$ cat src/rtl/irq_sched_pkg.sv
// Shared types and constants for the interrupt trigger scheduler.
//   state_e  : scheduler FSM states
//   slot_t   : one trigger table entry (enable, chain, rearm, fired flag, trigger PC)
//   CNT_SAT  : saturation value of the 8-bit event counters
//   sat_inc  : saturating increment used by those counters
package irq_sched_pkg;

  // Trigger PCs are stored at this width; the top's ADDR_W must not exceed it.
  localparam int         MAX_ADDR_W = 32;
  localparam logic [7:0] CNT_SAT    = 8'hFF;

  typedef enum logic [1:0] {
    IDLE  = 2'd0,
    PULSE = 2'd1,
    GAP   = 2'd2
  } state_e;

  typedef struct packed {
    logic                  en;
    logic                  chain;
    logic                  rearm;
    logic                  fired;
    logic [MAX_ADDR_W-1:0] pc;
  } slot_t;

  function automatic logic [7:0] sat_inc(input logic [7:0] v);
    return (v == CNT_SAT) ? v : v + 8'd1;
  endfunction

endpackage

$ cat src/rtl/irq_slot_match.sv
// Trigger slot comparator array with stall filtering and priority select.
//   clk, reset : clock, async active-low reset
//   addr       : macro PC from the CPU
//   slots      : current trigger table contents
//   hit        : at least one slot requests service this cycle
//   hit_idx    : lowest-index requesting slot
// A slot requests only on the first cycle its PC is seen, so a CPU stalled on
// one address produces a single request.
module irq_slot_match
  import irq_sched_pkg::*;
#(
  parameter int NUM_SLOTS = 4,
  parameter int ADDR_W    = 32,
  parameter int IDX_W     = 2
) (
  input  logic              clk,
  input  logic              reset,
  input  logic [ADDR_W-1:0] addr,
  input  slot_t             slots [NUM_SLOTS],
  output logic              hit,
  output logic [IDX_W-1:0]  hit_idx
);

  logic [NUM_SLOTS-1:0] raw;      // enabled slot whose word address equals addr
  logic [NUM_SLOTS-1:0] req;      // edge-qualified, arming-qualified request
  logic [NUM_SLOTS-1:0] prev_q;
  logic [NUM_SLOTS-1:0] prev_d;
  logic [NUM_SLOTS-1:0] unused_slot_bits;
  logic                 unused_addr_bits;

  for (genvar i = 0; i < NUM_SLOTS; i++) begin : g_cmp
    // Byte offset is ignored: triggers are word aligned.
    assign raw[i] = slots[i].en &
                    (addr[ADDR_W-1:2] == slots[i].pc[ADDR_W-1:2]);
    // One-shot slots stay silent once fired until rewritten.
    assign req[i] = raw[i] & ~prev_q[i] & (slots[i].rearm | ~slots[i].fired);
    assign unused_slot_bits[i] = slots[i].chain ^ (^slots[i].pc[1:0]);
  end

  assign unused_addr_bits = ^addr[1:0];
  assign prev_d           = raw;

  always_ff @(posedge clk or negedge reset) begin
    if (!reset) prev_q <= '0;
    else        prev_q <= prev_d;
  end

  // Scan high to low so the lowest requesting index is the one left standing.
  always_comb begin
    hit     = 1'b0;
    hit_idx = '0;
    for (int i = NUM_SLOTS - 1; i >= 0; i--) begin
      if (req[i]) begin
        hit     = 1'b1;
        hit_idx = IDX_W'(i);
      end
    end
  end

endmodule

$ cat src/rtl/irq_trigger_scheduler.sv
// Drives the CPU external interrupt line when the macro PC reaches programmed
// trigger addresses.
//   clk, reset  : clock, async active-low reset
//   addr        : macro PC from the CPU, sampled every cycle
//   cfg_*       : single-slot table write (index, PC, enable, chain, rearm)
//   interrupt   : registered interrupt to the CPU
//   busy        : high while a pulse or the gap before a chained pulse runs
//   active_slot : slot being served, holds its last value when idle
//   fire_cnt    : pulses issued (saturating)
//   drop_cnt    : requests lost because the pending register was full (saturating)
module irq_trigger_scheduler
  import irq_sched_pkg::*;
#(
  parameter  int NUM_SLOTS = 4,
  parameter  int PULSE_LEN = 6,
  parameter  int GAP_LEN   = 1,
  parameter  int ADDR_W    = 32,
  localparam int IDX_W     = (NUM_SLOTS > 1) ? $clog2(NUM_SLOTS) : 1
) (
  input  logic              clk,
  input  logic              reset,
  input  logic [ADDR_W-1:0] addr,
  input  logic              cfg_we,
  input  logic [IDX_W-1:0]  cfg_idx,
  input  logic [ADDR_W-1:0] cfg_pc,
  input  logic              cfg_en,
  input  logic              cfg_chain,
  input  logic              cfg_rearm,
  output logic              interrupt,
  output logic              busy,
  output logic [IDX_W-1:0]  active_slot,
  output logic [7:0]        fire_cnt,
  output logic [7:0]        drop_cnt
);

  localparam int MAX_LEN = (PULSE_LEN > GAP_LEN) ? PULSE_LEN : GAP_LEN;
  localparam int CNT_W   = $clog2(MAX_LEN) + 1;
  localparam logic [CNT_W-1:0] PULSE_LD = CNT_W'(PULSE_LEN - 1);
  localparam logic [CNT_W-1:0] GAP_LD   = CNT_W'(GAP_LEN - 1);

  // ---------------------------------------------------------------- state
  state_e             state_q, state_d;
  logic [CNT_W-1:0]   cnt_q, cnt_d;
  logic               second_q, second_d;     // serving the chained pulse
  logic               pend_vld_q, pend_vld_d;
  logic [IDX_W-1:0]   pend_idx_q, pend_idx_d;
  logic [IDX_W-1:0]   active_q, active_d;
  logic [7:0]         fire_q, fire_d;
  logic [7:0]         drop_q, drop_d;
  logic               int_q, int_d;
  logic               busy_q, busy_d;
  slot_t              slot_q [NUM_SLOTS];
  slot_t              slot_d [NUM_SLOTS];

  logic               hit;
  logic [IDX_W-1:0]   hit_idx;
  logic               start;                  // begin a first pulse this cycle
  logic [IDX_W-1:0]   start_idx;
  logic               hit_used;               // hit launched a pulse directly

  irq_slot_match #(
    .NUM_SLOTS (NUM_SLOTS),
    .ADDR_W    (ADDR_W),
    .IDX_W     (IDX_W)
  ) u_match (
    .clk     (clk),
    .reset   (reset),
    .addr    (addr),
    .slots   (slot_q),
    .hit     (hit),
    .hit_idx (hit_idx)
  );

  // ---------------------------------------------------------------- next state
  always_comb begin
    state_d    = state_q;
    cnt_d      = cnt_q;
    second_d   = second_q;
    pend_vld_d = pend_vld_q;
    pend_idx_d = pend_idx_q;
    active_d   = active_q;
    fire_d     = fire_q;
    drop_d     = drop_q;
    slot_d     = slot_q;
    start      = 1'b0;
    start_idx  = '0;
    hit_used   = 1'b0;

    case (state_q)
      IDLE: begin
        // Pending is older than any fresh hit, so it goes first.
        if (pend_vld_q) begin
          start      = 1'b1;
          start_idx  = pend_idx_q;
          pend_vld_d = 1'b0;
        end else if (hit) begin
          start                 = 1'b1;
          start_idx             = hit_idx;
          hit_used              = 1'b1;
          slot_d[hit_idx].fired = 1'b1;
        end
      end
      PULSE: begin
        if (cnt_q == '0) begin
          if (slot_q[active_q].chain && !second_q) begin
            state_d = GAP;
            cnt_d   = GAP_LD;
          end else if (pend_vld_q) begin
            // Back-to-back: no idle cycle between pulses.
            start      = 1'b1;
            start_idx  = pend_idx_q;
            pend_vld_d = 1'b0;
          end else begin
            state_d = IDLE;
          end
        end else begin
          cnt_d = cnt_q - CNT_W'(1);
        end
      end
      GAP: begin
        if (cnt_q == '0) begin
          state_d  = PULSE;
          cnt_d    = PULSE_LD;
          second_d = 1'b1;
          fire_d   = sat_inc(fire_q);
        end else begin
          cnt_d = cnt_q - CNT_W'(1);
        end
      end
      default: state_d = IDLE;
    endcase

    if (start) begin
      state_d  = PULSE;
      cnt_d    = PULSE_LD;
      second_d = 1'b0;
      active_d = start_idx;
      fire_d   = sat_inc(fire_q);
    end

    // A hit that did not launch a pulse is parked; the slot freed by a
    // pending launch in this same cycle may be refilled immediately.
    if (hit && !hit_used) begin
      if (!pend_vld_d) begin
        pend_vld_d            = 1'b1;
        pend_idx_d            = hit_idx;
        slot_d[hit_idx].fired = 1'b1;
      end else begin
        drop_d = sat_inc(drop_q);
      end
    end

    // Applied last so a write wins over a same-cycle fired update; the
    // matcher already used the old contents this cycle.
    if (cfg_we) begin
      slot_d[cfg_idx].en    = cfg_en;
      slot_d[cfg_idx].chain = cfg_chain;
      slot_d[cfg_idx].rearm = cfg_rearm;
      slot_d[cfg_idx].fired = 1'b0;
      slot_d[cfg_idx].pc    = MAX_ADDR_W'(cfg_pc);
    end

    int_d  = (state_d == PULSE);
    busy_d = (state_d != IDLE);
  end

  // ---------------------------------------------------------------- flops
  always_ff @(posedge clk or negedge reset) begin
    if (!reset) begin
      state_q    <= IDLE;
      cnt_q      <= '0;
      second_q   <= 1'b0;
      pend_vld_q <= 1'b0;
      pend_idx_q <= '0;
      active_q   <= '0;
      fire_q     <= '0;
      drop_q     <= '0;
      int_q      <= 1'b0;
      busy_q     <= 1'b0;
      for (int i = 0; i < NUM_SLOTS; i++) slot_q[i] <= '0;
    end else begin
      state_q    <= state_d;
      cnt_q      <= cnt_d;
      second_q   <= second_d;
      pend_vld_q <= pend_vld_d;
      pend_idx_q <= pend_idx_d;
      active_q   <= active_d;
      fire_q     <= fire_d;
      drop_q     <= drop_d;
      int_q      <= int_d;
      busy_q     <= busy_d;
      slot_q     <= slot_d;
    end
  end

  assign interrupt   = int_q;
  assign busy        = busy_q;
  assign active_slot = active_q;
  assign fire_cnt    = fire_q;
  assign drop_cnt    = drop_q;

endmodule

$ cat config.mk
export PLATFORM = sky130hd
export DESIGN_NAME = irq_trigger_scheduler
export DESIGN_NICKNAME = d
export VERILOG_FILES = /design/src/rtl/irq_sched_pkg.sv /design/src/rtl/irq_slot_match.sv /design/src/rtl/irq_trigger_scheduler.sv
export SDC_FILE = /design/constraint.sdc
export NUM_CORES = 1
export LEC_CHECK = 0
export CORE_UTILIZATION = 40
export CTS_CLUSTER_DIAMETER = 40
export CTS_CLUSTER_SIZE = 8
export DETAILED_ROUTE_END_ITERATION = 16
export GPL_TIMING_DRIVEN = 0
export HOLD_SLACK_MARGIN = 0.06
export PLACE_DENSITY_LB_ADDON = 0.1
export SLEW_MARGIN = 20
export SYNTH_ARGS = -nofsm -noshare
export SYNTH_HDL_FRONTEND = slang
export SYNTH_SLANG_ARGS = --single-unit
$ cat constraint.sdc
create_clock -name clk -period 3.2 [get_ports clk]
set_input_delay 0.48 -clock clk [delete_from_list [all_inputs] [get_ports clk]]
set_output_delay 0.48 -clock clk [all_outputs]
set_load 0.01 [all_outputs]
==> metrics.cfg <==
[yosys]
yosys-top-cells-count=dfrtp_1 (170), mux2_2 (134), xnor2_1 (96)
synth_most_common_cell=dfrtp_1
synthSimpleGateAreaFrac=0.0805
synth-edff-count=0
synthCells=625
yosys.area.top_type=dfrtp_1
yosysUniqueCellTypes=41
yosysWarnings=0
netlist_area_um2=8050
async_reset_ff_frac=1.00
yosysSeqAreaShare=0.528
synth-xor-area-share=0.143
synth_flop_cell=dfrtp_1
ys_ff_latch=170
synthAdderAreaFrac=0.00466
synth_compound_area_frac=0.0351
synth_mux_area_frac=0.192
avgSynthCellArea_um2=12.9
syn_nets=700
synth_top_family_by_area=multiplexers
yosys-top-cells-area=dfrtp_1 (53%), mux2_2 (19%), xnor2_1 (10%)
synth_top_area_frac=0.528

[final_layout]
drive_gt1_frac=0.258
seqCellArea_um2=4250
nets=805
postLayoutCellArea_um2=10000
fill_cells=1734
multi_input_area_um2=3740
diodes=0
syn_to_final_growth_pct=24.2

[worst_setup_path]
crit_chain=clkdlybuf4s50_1, xnor2_1, nand4_1, nor4_1, nand4_1, a41o_1, a32oi_4, buf_4, nand2_1, xnor2_1
critical_path_class=primary input to flop
required_ns=3.51
cp-end-kind=flop
crit_fanout=8
cpPeakStageDelay_ns=0.58
crit_slowest_cell=nor4_1
crit_family=simple AND/OR/NAND/NOR gates
critPathArrivalTime_ns=3.47
start_kind=primary input
worstRegToRegCells=9
reg2reg_from=slot_q[15]
r2r-end=fire_cnt[2]
reg2reg_slack_ns=0.11
critPathBufInv=2

[pwr]
seq_power_share=0.439
p_sw_mw=1.81
peakVddDrop_mv=0.337
p_per_area_nw_per_um2=637
pwr-share-comb=0.215
p_int_mw=4.55
power.leakage_nw=4.15
p_clk_frac=0.346
p_sw_frac=0.285

[global_routing]
grt_usage=0.218
antenna_found_initial=0
met3_usage=0.0430
grt_util_met2=0.359
top_usage_layer=met2
gr-usage-met1=0.286
grt_pass1_wl_mm=32.3
grt_pass1_vias=5548
grt_max_degree=95
overflow=0

[placed_design]
numPortBuffers=82
dpl_cell_area_um2=9240
place_hpwl_mm=15.2
place.gp.congestion=0.812

[route]
routed_wl_mm=20.8
drt_first_pass_iters=4
first_iter_violations=254
drc=0
vias_per_cell=5.23
wire_per_inst_um=20.6
via_count=5268
antenna_left=0

[die]
num_rows=51
die_w_um=144
ios=92
chipHeight_um=144
die_area_um2=20700
start_util=0.411
core_um2=19600

[flow_run]
cap_violations=0

[timing]
worstMarginPinSlew_ns=1.05
drv_slew=0
fmax_mhz=316
fin_crit_sh=0.988
relSlewSlack=0.301
hold_ws_ns=0.484
finalClockSkew_ns=0.0128
setup_viol=0
fin_crit_ns=3.16
finalHoldViolCount=0
finalSetupTns_ns=0

[cts]
insertion_delay_ns=0.43
cts_root_buffer=clkbuf_16
tritoncts=built
htree_levels=4
clockBufferDepth=2
clock_sinks=170
numCtsBuffers=17
clk_pin_slew_ns=0.06

[worst_hold_path]
holdPathStages=1
hp-class=flop to flop
min-delay-start=second_q
min_to=second_q

[run_status]
outcome=complete, no violations

==> metrics by stage <==
stage	std cells	worst slack [ns]	power, mW	utilization
6_report	1008	0.0399	6.37	0.510
5_1_grt	1008	-0.000784	6.68	0.510
4_1_cts	1006	0.00239	6.40	0.506
3_5_place_dp	973	-0.597	4.18	0.472
3_3_place_gp	972	-5.42	4.12	0.470
2_1_floorplan	625	0.346	3.64	-
==> power groups by stage <==
stage          Sequential (mW)  Combinational (mW)  Clock, mW
2_1_floorplan             2.79               0.854          0
6_report                  2.80                1.37       2.20
3_3_place_gp              2.81                1.31          0
4_1_cts                   2.79                1.37       2.23
3_5_place_dp              2.83                1.35          0
5_1_grt                   2.85                1.49       2.34
==> registers in the layout (all words and copies together), names as in the netlist, 2 cells and up <==
| name | count |
|---|---|
| active_slot | 2 |
| cnt_q | 4 |
| drop_cnt | 8 |
| fire_cnt | 8 |
| pend_idx_q | 2 |
| slot_q | 136 |
| state_q | 2 |
| u_match.prev_q | 4 |
==> kinds of logic after synthesis <==
logic type               after synthesis
AO/OA/AOI/OAI                         39
XOR/XNOR                             131
adder cells (fa/ha/maj)                3
buffers and inverters                 32
flip-flops                           170
multiplexers                         136
AND/OR/NAND/NOR                      114
==> layout by cell type, fill, tap and decap left out, types with 7 or more instances in the layout <==
cell type        synthesis  routed
dfrtp_1                170     170
mux2_2                 134     134
xnor2_1                 96      89
clkdlybuf4s50_1          0      70
nand4_1                 35      35
xor2_1                  35      35
clkbuf_16                0      17
nor2_1                  16      16
clkbuf_1                15      15
inv_1                   12      12
nand2_1                 12      12
dlymetal6s2s_1           0      10
nor4_1                  12       9
a21oi_1                  9       9
nand3_1                  9       9
and3_1                   8       8
o21ai_0                  7       7
xnor2_2                  0       7
==> worst max-delay path by stage <==
stage,from,endpoint,slack [ns],depth (start not counted)
final,addr[12],fire_cnt[2],0.04,10
after global routing,addr[21],fire_cnt[1],-0.0008,8
after CTS,addr[31],fire_cnt[1],0.002,8
after detailed placement,addr[21],fire_cnt[1],-0.60,8
after global placement,reset,slot_q[92],-5.42,1
after floorplan,addr[24],fire_cnt[1],0.35,8
==> routing by layer <==
metal	part of all wire	vias to the layer above	wire, um
met5	0	-	0
met4	0.022	0	454
met3	0.041	22	858
met2	0.49	113	10200
met1	0.45	2704	9310
li1	-	2429	-
==> area by class of cell <==
cell class / instances / share of cell area
clock inverter: 12 / 0.0163
buffer: 20 / 0.00938
inverter: 12 / 0.00450
sequential: 170 / 0.425
timing repair buffer: 86 / 0.0902
tap: 265 / 0.0332
clock buffer: 20 / 0.0467
multi-input combinational: 423 / 0.374
==> what timing repair did <==
action / CTS / global route
endpoints found under the setup margin: 9 / 8
buffers inserted: 0 / 2
gates resized for setup: 7 / 15
hold buffers: 1 / 0
hold endpoints to repair: 7 / 0
pin swaps: 0 / 5
Power figures use the tool's default switching activity.
